`src/rtl/mem_port_arbiter_pkg.sv`:
```
// Shared types and defaults for the data-memory port arbiter.
package mem_port_arbiter_pkg;

    typedef enum logic [1:0] {
        IDLE,
        WAIT_RESP,
        DRAIN
    } arb_state_t;

    typedef enum logic [1:0] {
        OWN_NONE,
        OWN_FETCH,
        OWN_LSU
    } arb_owner_t;

    localparam int DEFAULT_ARB_TIMEOUT = 16;

endpackage

```
`src/rtl/mem_port_arbiter_picker.sv`:
```
// Combinational winner selection between fetch and LSU requests.
// Optional build macro: ARB_ROUND_ROBIN_EN (alternate on ties using last_winner),
// otherwise fixed priority with the LSU always beating fetch.
module mem_arb_picker
    import mem_port_arbiter_pkg::*;
(
    input  logic       if_req_i,
    input  logic       lsu_req_i,
    input  arb_owner_t last_winner_i,
    output arb_owner_t winner_o
);

    // On a tie, 1 selects the LSU and 0 selects fetch.
    logic tie_pick_lsu;

`ifdef ARB_ROUND_ROBIN_EN
    assign tie_pick_lsu = (last_winner_i != OWN_LSU);
`else
    // last_winner deliberately has no influence in fixed-priority builds.
    assign tie_pick_lsu = 1'b1 | (last_winner_i == OWN_LSU);
`endif

    // Pick the winner from the current requests.
    always_comb begin
        winner_o = OWN_NONE;
        if (if_req_i && lsu_req_i) begin
            winner_o = tie_pick_lsu ? OWN_LSU : OWN_FETCH;
        end else if (lsu_req_i) begin
            winner_o = OWN_LSU;
        end else if (if_req_i) begin
            winner_o = OWN_FETCH;
        end
    end

endmodule

```
`src/rtl/mem_port_arbiter.sv`:
```
// Shares one data-memory port between instruction fetch and the LSU.
// One transaction outstanding at a time; a missing response becomes an error
// completion after TIMEOUT_CYCLES, and the late response is then drained.
// Optional build macro: ARB_ROUND_ROBIN_EN (see mem_arb_picker).
module mem_port_arbiter
    import mem_port_arbiter_pkg::*;
#(
    parameter int TIMEOUT_CYCLES = DEFAULT_ARB_TIMEOUT
) (
    input  logic        clk_i,
    input  logic        srst_i,
    // fetch side
    input  logic        if_req_ip,
    input  logic [31:0] if_addr_ip,
    output logic        if_gnt_op,
    output logic        if_rvalid_op,
    output logic        if_err_op,
    output logic [31:0] if_rdata_op,
    // LSU side
    input  logic        lsu_req_ip,
    input  logic        lsu_we_ip,
    input  logic [3:0]  lsu_be_ip,
    input  logic [31:0] lsu_addr_ip,
    input  logic [31:0] lsu_wdata_ip,
    output logic        lsu_gnt_op,
    output logic        lsu_rvalid_op,
    output logic        lsu_err_op,
    output logic [31:0] lsu_rdata_op,
    // memory side
    output logic        mem_req_op,
    output logic        mem_we_op,
    output logic [3:0]  mem_be_op,
    output logic [31:0] mem_addr_op,
    output logic [31:0] mem_wdata_op,
    input  logic        mem_gnt_ip,
    input  logic        mem_rvalid_ip,
    input  logic [31:0] mem_rdata_ip
);

    localparam int TIMER_W = $clog2(TIMEOUT_CYCLES + 1);
    localparam logic [TIMER_W-1:0] TIMER_LIMIT = TIMER_W'(TIMEOUT_CYCLES);

    arb_state_t         state_q, state_d;
    arb_owner_t         owner_q, owner_d;
    arb_owner_t         last_winner_q, last_winner_d;
    logic [TIMER_W-1:0] timer_q, timer_d;

    arb_owner_t         winner;
    logic               resp_valid;
    logic               resp_err;
    logic [31:0]        resp_data;

    mem_arb_picker u_picker (
        .if_req_i      (if_req_ip),
        .lsu_req_i     (lsu_req_ip),
        .last_winner_i (last_winner_q),
        .winner_o      (winner)
    );

    // State, owner, winner history and response timer registers.
    always_ff @(posedge clk_i) begin
        if (srst_i) begin
            state_q       <= IDLE;
            owner_q       <= OWN_NONE;
            last_winner_q <= OWN_FETCH;
            timer_q       <= '0;
        end else begin
            state_q       <= state_d;
            owner_q       <= owner_d;
            last_winner_q <= last_winner_d;
            timer_q       <= timer_d;
        end
    end

    // Next-state logic, memory request drive and response routing.
    // Outputs are held at zero during reset so no grant can be issued that
    // the state registers would then forget.
    always_comb begin
        state_d       = state_q;
        owner_d       = owner_q;
        last_winner_d = last_winner_q;
        timer_d       = timer_q;
        resp_valid    = 1'b0;
        resp_err      = 1'b0;
        resp_data     = '0;
        if_gnt_op     = 1'b0;
        lsu_gnt_op    = 1'b0;
        mem_req_op    = 1'b0;
        mem_we_op     = 1'b0;
        mem_be_op     = 4'h0;
        mem_addr_op   = '0;
        mem_wdata_op  = '0;
        if_rvalid_op  = 1'b0;
        if_err_op     = 1'b0;
        if_rdata_op   = '0;
        lsu_rvalid_op = 1'b0;
        lsu_err_op    = 1'b0;
        lsu_rdata_op  = '0;

        if (!srst_i) begin
            unique case (state_q)
                IDLE: begin
                    if (winner == OWN_LSU) begin
                        mem_req_op   = 1'b1;
                        mem_we_op    = lsu_we_ip;
                        mem_be_op    = lsu_be_ip;
                        mem_addr_op  = lsu_addr_ip;
                        mem_wdata_op = lsu_wdata_ip;
                    end else if (winner == OWN_FETCH) begin
                        mem_req_op   = 1'b1;
                        mem_we_op    = 1'b0;
                        mem_be_op    = 4'hF;
                        mem_addr_op  = if_addr_ip;
                        mem_wdata_op = '0;
                    end
                    // Grant only when memory accepts; otherwise re-arbitrate next cycle.
                    if (mem_req_op && mem_gnt_ip) begin
                        if_gnt_op     = (winner == OWN_FETCH);
                        lsu_gnt_op    = (winner == OWN_LSU);
                        owner_d       = winner;
                        last_winner_d = winner;
                        timer_d       = '0;
                        state_d       = WAIT_RESP;
                    end
                end
                WAIT_RESP: begin
                    // A real response beats a coincident timeout.
                    if (mem_rvalid_ip) begin
                        resp_valid = 1'b1;
                        resp_data  = mem_rdata_ip;
                        state_d    = IDLE;
                    end else if (timer_q == TIMER_LIMIT) begin
                        resp_valid = 1'b1;
                        resp_err   = 1'b1;
                        state_d    = DRAIN;
                    end else if (timer_q < TIMER_LIMIT) begin
                        timer_d = timer_q + 1'b1;
                    end
                end
                DRAIN: begin
                    // Swallow the late response; nobody sees it.
                    if (mem_rvalid_ip) begin
                        state_d = IDLE;
                    end
                end
                default: begin
                    state_d = IDLE;
                end
            endcase

            if (resp_valid) begin
                if (owner_q == OWN_FETCH) begin
                    if_rvalid_op = 1'b1;
                    if_err_op    = resp_err;
                    if_rdata_op  = resp_data;
                end else if (owner_q == OWN_LSU) begin
                    lsu_rvalid_op = 1'b1;
                    lsu_err_op    = resp_err;
                    lsu_rdata_op  = resp_data;
                end
                owner_d = OWN_NONE;
            end
        end
    end

endmodule

```
`config.mk`:
```
export PLATFORM = sky130hd
export DESIGN_NAME = mem_port_arbiter
export DESIGN_NICKNAME = d
export VERILOG_FILES = /design/src/rtl/mem_port_arbiter_pkg.sv /design/src/rtl/mem_port_arbiter_picker.sv /design/src/rtl/mem_port_arbiter.sv
export SDC_FILE = /design/constraint.sdc
export NUM_CORES = 1
export LEC_CHECK = 0
export BUFFER_PORTS_ARGS = -buffer_cell sky130_fd_sc_hd__buf_2
export CAP_MARGIN = 20
export CORE_AREA = 2 2 107 109
export CTS_CLUSTER_DIAMETER = 120
export CTS_CLUSTER_SIZE = 16
export DETAILED_ROUTE_END_ITERATION = 10
export DIE_AREA = 0 0 109 111
export PLACE_DENSITY = 0.58
export SLEW_MARGIN = 20
export SYNTH_ARGS = -nofsm -noshare
export SYNTH_HDL_FRONTEND = slang
export SYNTH_SLANG_ARGS = --single-unit
```
`constraint.sdc`:
```
create_clock -name clk_i -period 1.4 [get_ports clk_i]
set_clock_uncertainty 0.15 [all_clocks]
set_input_delay 0.07 -clock clk_i [delete_from_list [all_inputs] [get_ports clk_i]]
set_output_delay 0.07 -clock clk_i [all_outputs]
set_load 0.02 [all_outputs]
```
==> metrics.yaml <==
clock_tree:
  clkSinkCount: 9
  numCtsBuffers: 3
  cts_tree: "built"
  path_clk_slew_ns: 0.04
  htree_levels: 1
  clock_latency_ns: 0.24
  clockRootBuffer: "clkbuf_16"
  ctsLongestPathBuffers: 2
critical_path:
  cp-end-kind: "primary output"
  reg2reg_to: "timer_q[3]"
  path_buf_inv: 3
  critical_path.top_delay_family: "simple AND/OR/NAND/NOR gates"
  rr_worst_depth: 6
  path_max_fanout: 8
  r2r-start: "state_q[1]"
  critical_path.slowest_cell: "dfxtp_4"
  path_common_cell: "buf_6"
  critPathRequiredTime_ns: 1.18
  path_class: "reg -> out"
  critPathLaunchType: "register"
  crit_arrival_ns: 1.51
  cp_slowest_stage_delay_ns: 0.36
  worstPathCellList: "nand4bb_4 > nor2_4 > buf_6 > clkbuf_16 > and2_4 > buf_6"
  rrSetupSlack_ns: -0.19
yosys:
  syn-num-nets: 405
  synth_edf_count: 0
  async_flop_share_pct: 0
  synthDistinctLibCells: 37
  syn_avg_cell_area_um2: 6.626
  yosysWarnings: 0
  synth_area_mm2: 0.001749
  synth_cells: 264
  ys_ff_latch: 9
  ys_seq_area_share_pct: 10.30
  dominantRegCellSynth: "dfxtp_1"
timing:
  hold_viol: 0
  period_needed_ns: 1.726
  fin_hold_ws_ns: 0.01656
  setup_ws_ns: -0.3263
  setup_viol: 147
  slew_headroom_pct: 81.07
  final_max_slew_viol_count: 0
  period_share_pct: 123.3
  timing.fmax_ghz: 0.5793
  worst-slew-pin-transition_ns: 0.2820
  rsz0062_at_grt: "yes"
worst_hold_path:
  min_path_type: "in -> reg"
  holdPathStages: 3
  hold_end: "owner_q[1]"
  hold_start: "mem_gnt_ip"
final_layout:
  seqCellArea_um2: 190.2
  drive_gt1_share_pct: 76.72
  final_nets: 709
  antennaDiodeCount: 0
  finalNonFillerCells: 710
  synthToLayoutAreaGrowth_pct: 157.2
  final_common_cell: "buf_2"
  final_cell_mix: "buf_2 (207), buf_6 (72), and2_4 (59), and2_1 (38), buf_4 (35)"
  multi_input_area_mm2: 0.001764
  fillers: 1107
grt:
  antenna_found_initial: 0
  grt_pass1_wl_um: 14320
  grt_usage_pct: 14.39
  grt_pass1_vias: 3097
  overflow: 0
  grt_max_degree: 33
route:
  drc: 0
  routed_wl_um: 9477
  num_vias: 3078
  drt-initial-drc-count: 120
  vias_per_cell: 4.335
  dr.pass1.iters: 4
  ant_nets: 0
  wl_per_cell_um: 13.35
placed_design:
  placed_cells_incl_taps: 691
  gp_congestion: 0.7856
  hpwl_um: 6882
  port_buffers: 278
pwr:
  ir_drop_mv: 0.4863
  power_density_mw_per_mm2: 399.3
  leakage_nw: 2.380
die:
  die_w_um: 109
  start_util_pct: 15.79
  core-area_mm2: 0.01108
  dieArea_mm2: 0.01210
  io_pins: 279
  row_count: 39
  die-height_um: 111
status:
  outcome: "complete, but fails checks"
  violations: "negative setup slack"
job:
  max_cap_viol_count: 0
## tightest hold or removal path: cells and delay by family
| kind | cells | cell delay [ns] |
|---|---|---|
| buf+inv | 1 | 0.12 |
| simple gates | 1 | 0.10 |
| compound gates | 1 | 0.07 |
## registers in the layout, summed over array words and instances, names as in the netlist
| signal | flops |
|---|---|
| state_q | 2 |
| timer_q | 5 |
| owner_q | 2 |
## synth_stat cells (2+ instances only)
master | n | area share (%)
and2_1 | 97 | 35
nor2_1 | 43 | 9.2
a22oi_1 | 32 | 14
buf_2 | 14 | 4.0
dfxtp_1 | 9 | 10
a21oi_1 | 8 | 2.3
buf_6 | 5 | 3.2
nor3_1 | 5 | 1.4
inv_1 | 4 | 0.86
nand2b_1 | 4 | 1.4
nand3_1 | 4 | 1.1
o21ai_0 | 4 | 1.1
clkbuf_1 | 3 | 0.64
nand2_1 | 3 | 0.64
nor2b_1 | 3 | 1.1
a211oi_1 | 2 | 0.86
ha_1 | 2 | 1.4
nand4_1 | 2 | 0.72
nor2_2 | 2 | 0.72
## metrics by stage
| step | power (W) | area [µm²] | TNS [ns] | util (%) | setup slack (ns) |
|---|---|---|---|---|---|
| 5_1_grt | 0.001898 | 4498 | -44.56 | 40.61 | -0.3758 |
| 4_1_cts | 0.001767 | 4310 | -35.02 | 38.91 | -0.2902 |
| 3_3_place_gp | 0.001116 | 3611 | -7.438 | 32.60 | -0.1002 |
| 6_report | 0.001796 | 4498 | -35.36 | 40.61 | -0.3263 |
| 3_5_place_dp | 0.001126 | 3611 | -9.573 | 32.60 | -0.1330 |
| 2_1_floorplan | 0.0007292 | 1897 | -2.143 | - | -0.1074 |
## timing repair
action | 4_1_cts | 5_1_grt
hold buffers | 1 | 0
buffers inserted | 11 | 6
gates resized for setup | 159 | 53
pin swaps | 8 | 33
gates cloned | 1 | 2
setup endpoints to repair | 148 | 149
endpoints found under the hold margin | 3 | 0
## metal layers
layer	up-vias	track usage, %	wire length (µm)
met4	0	2.906	130
li1	1500	-	-
met2	137	28.32	5222
met1	1425	15.88	3541
met5	-	0	0
met3	16	1.940	583
## logic make-up (layout without fill, tap and decap cells)
family,count (synthesis),in the layout,synth area share (%)
compound gates,55,55,22.53
fa+ha+maj,2,2,1.430
simple gates,171,171,56.79
flops,9,9,10.30
buf+inv,27,330,8.941
## power by group
part	total, W	internal (W)	switching, W
Combinational	0.000998	0.000499	0.000499
Clock	0.000528	0.000379	0.000150
Sequential	0.000270	0.000262	0.00000790
## final cells by class
class | count | area share (%)
repair buffers | 322 | 50.46
clock buffers | 3 | 1.669
multi-input cells | 228 | 39.22
inverters | 4 | 0.3338
flip-flops and latches | 9 | 4.228
clock inverters | 1 | 0.1113
well taps | 143 | 3.978
## worst max path at each step
stage	endpoint	depth (start not counted)	start	slack, ns
2_1_floorplan	if_gnt_op	4	state_q[0]	-0.11
3_3_place_gp	mem_wdata_op[11]	5	state_q[0]	-0.10
3_5_place_dp	timer_q[3]	4	state_q[0]	-0.13
4_1_cts	if_rdata_op[30]	6	state_q[1]	-0.29
5_1_grt	if_rdata_op[12]	6	state_q[1]	-0.38
6_report	if_rdata_op[12]	6	state_q[1]	-0.33
(Power assumes the default switching activity.)
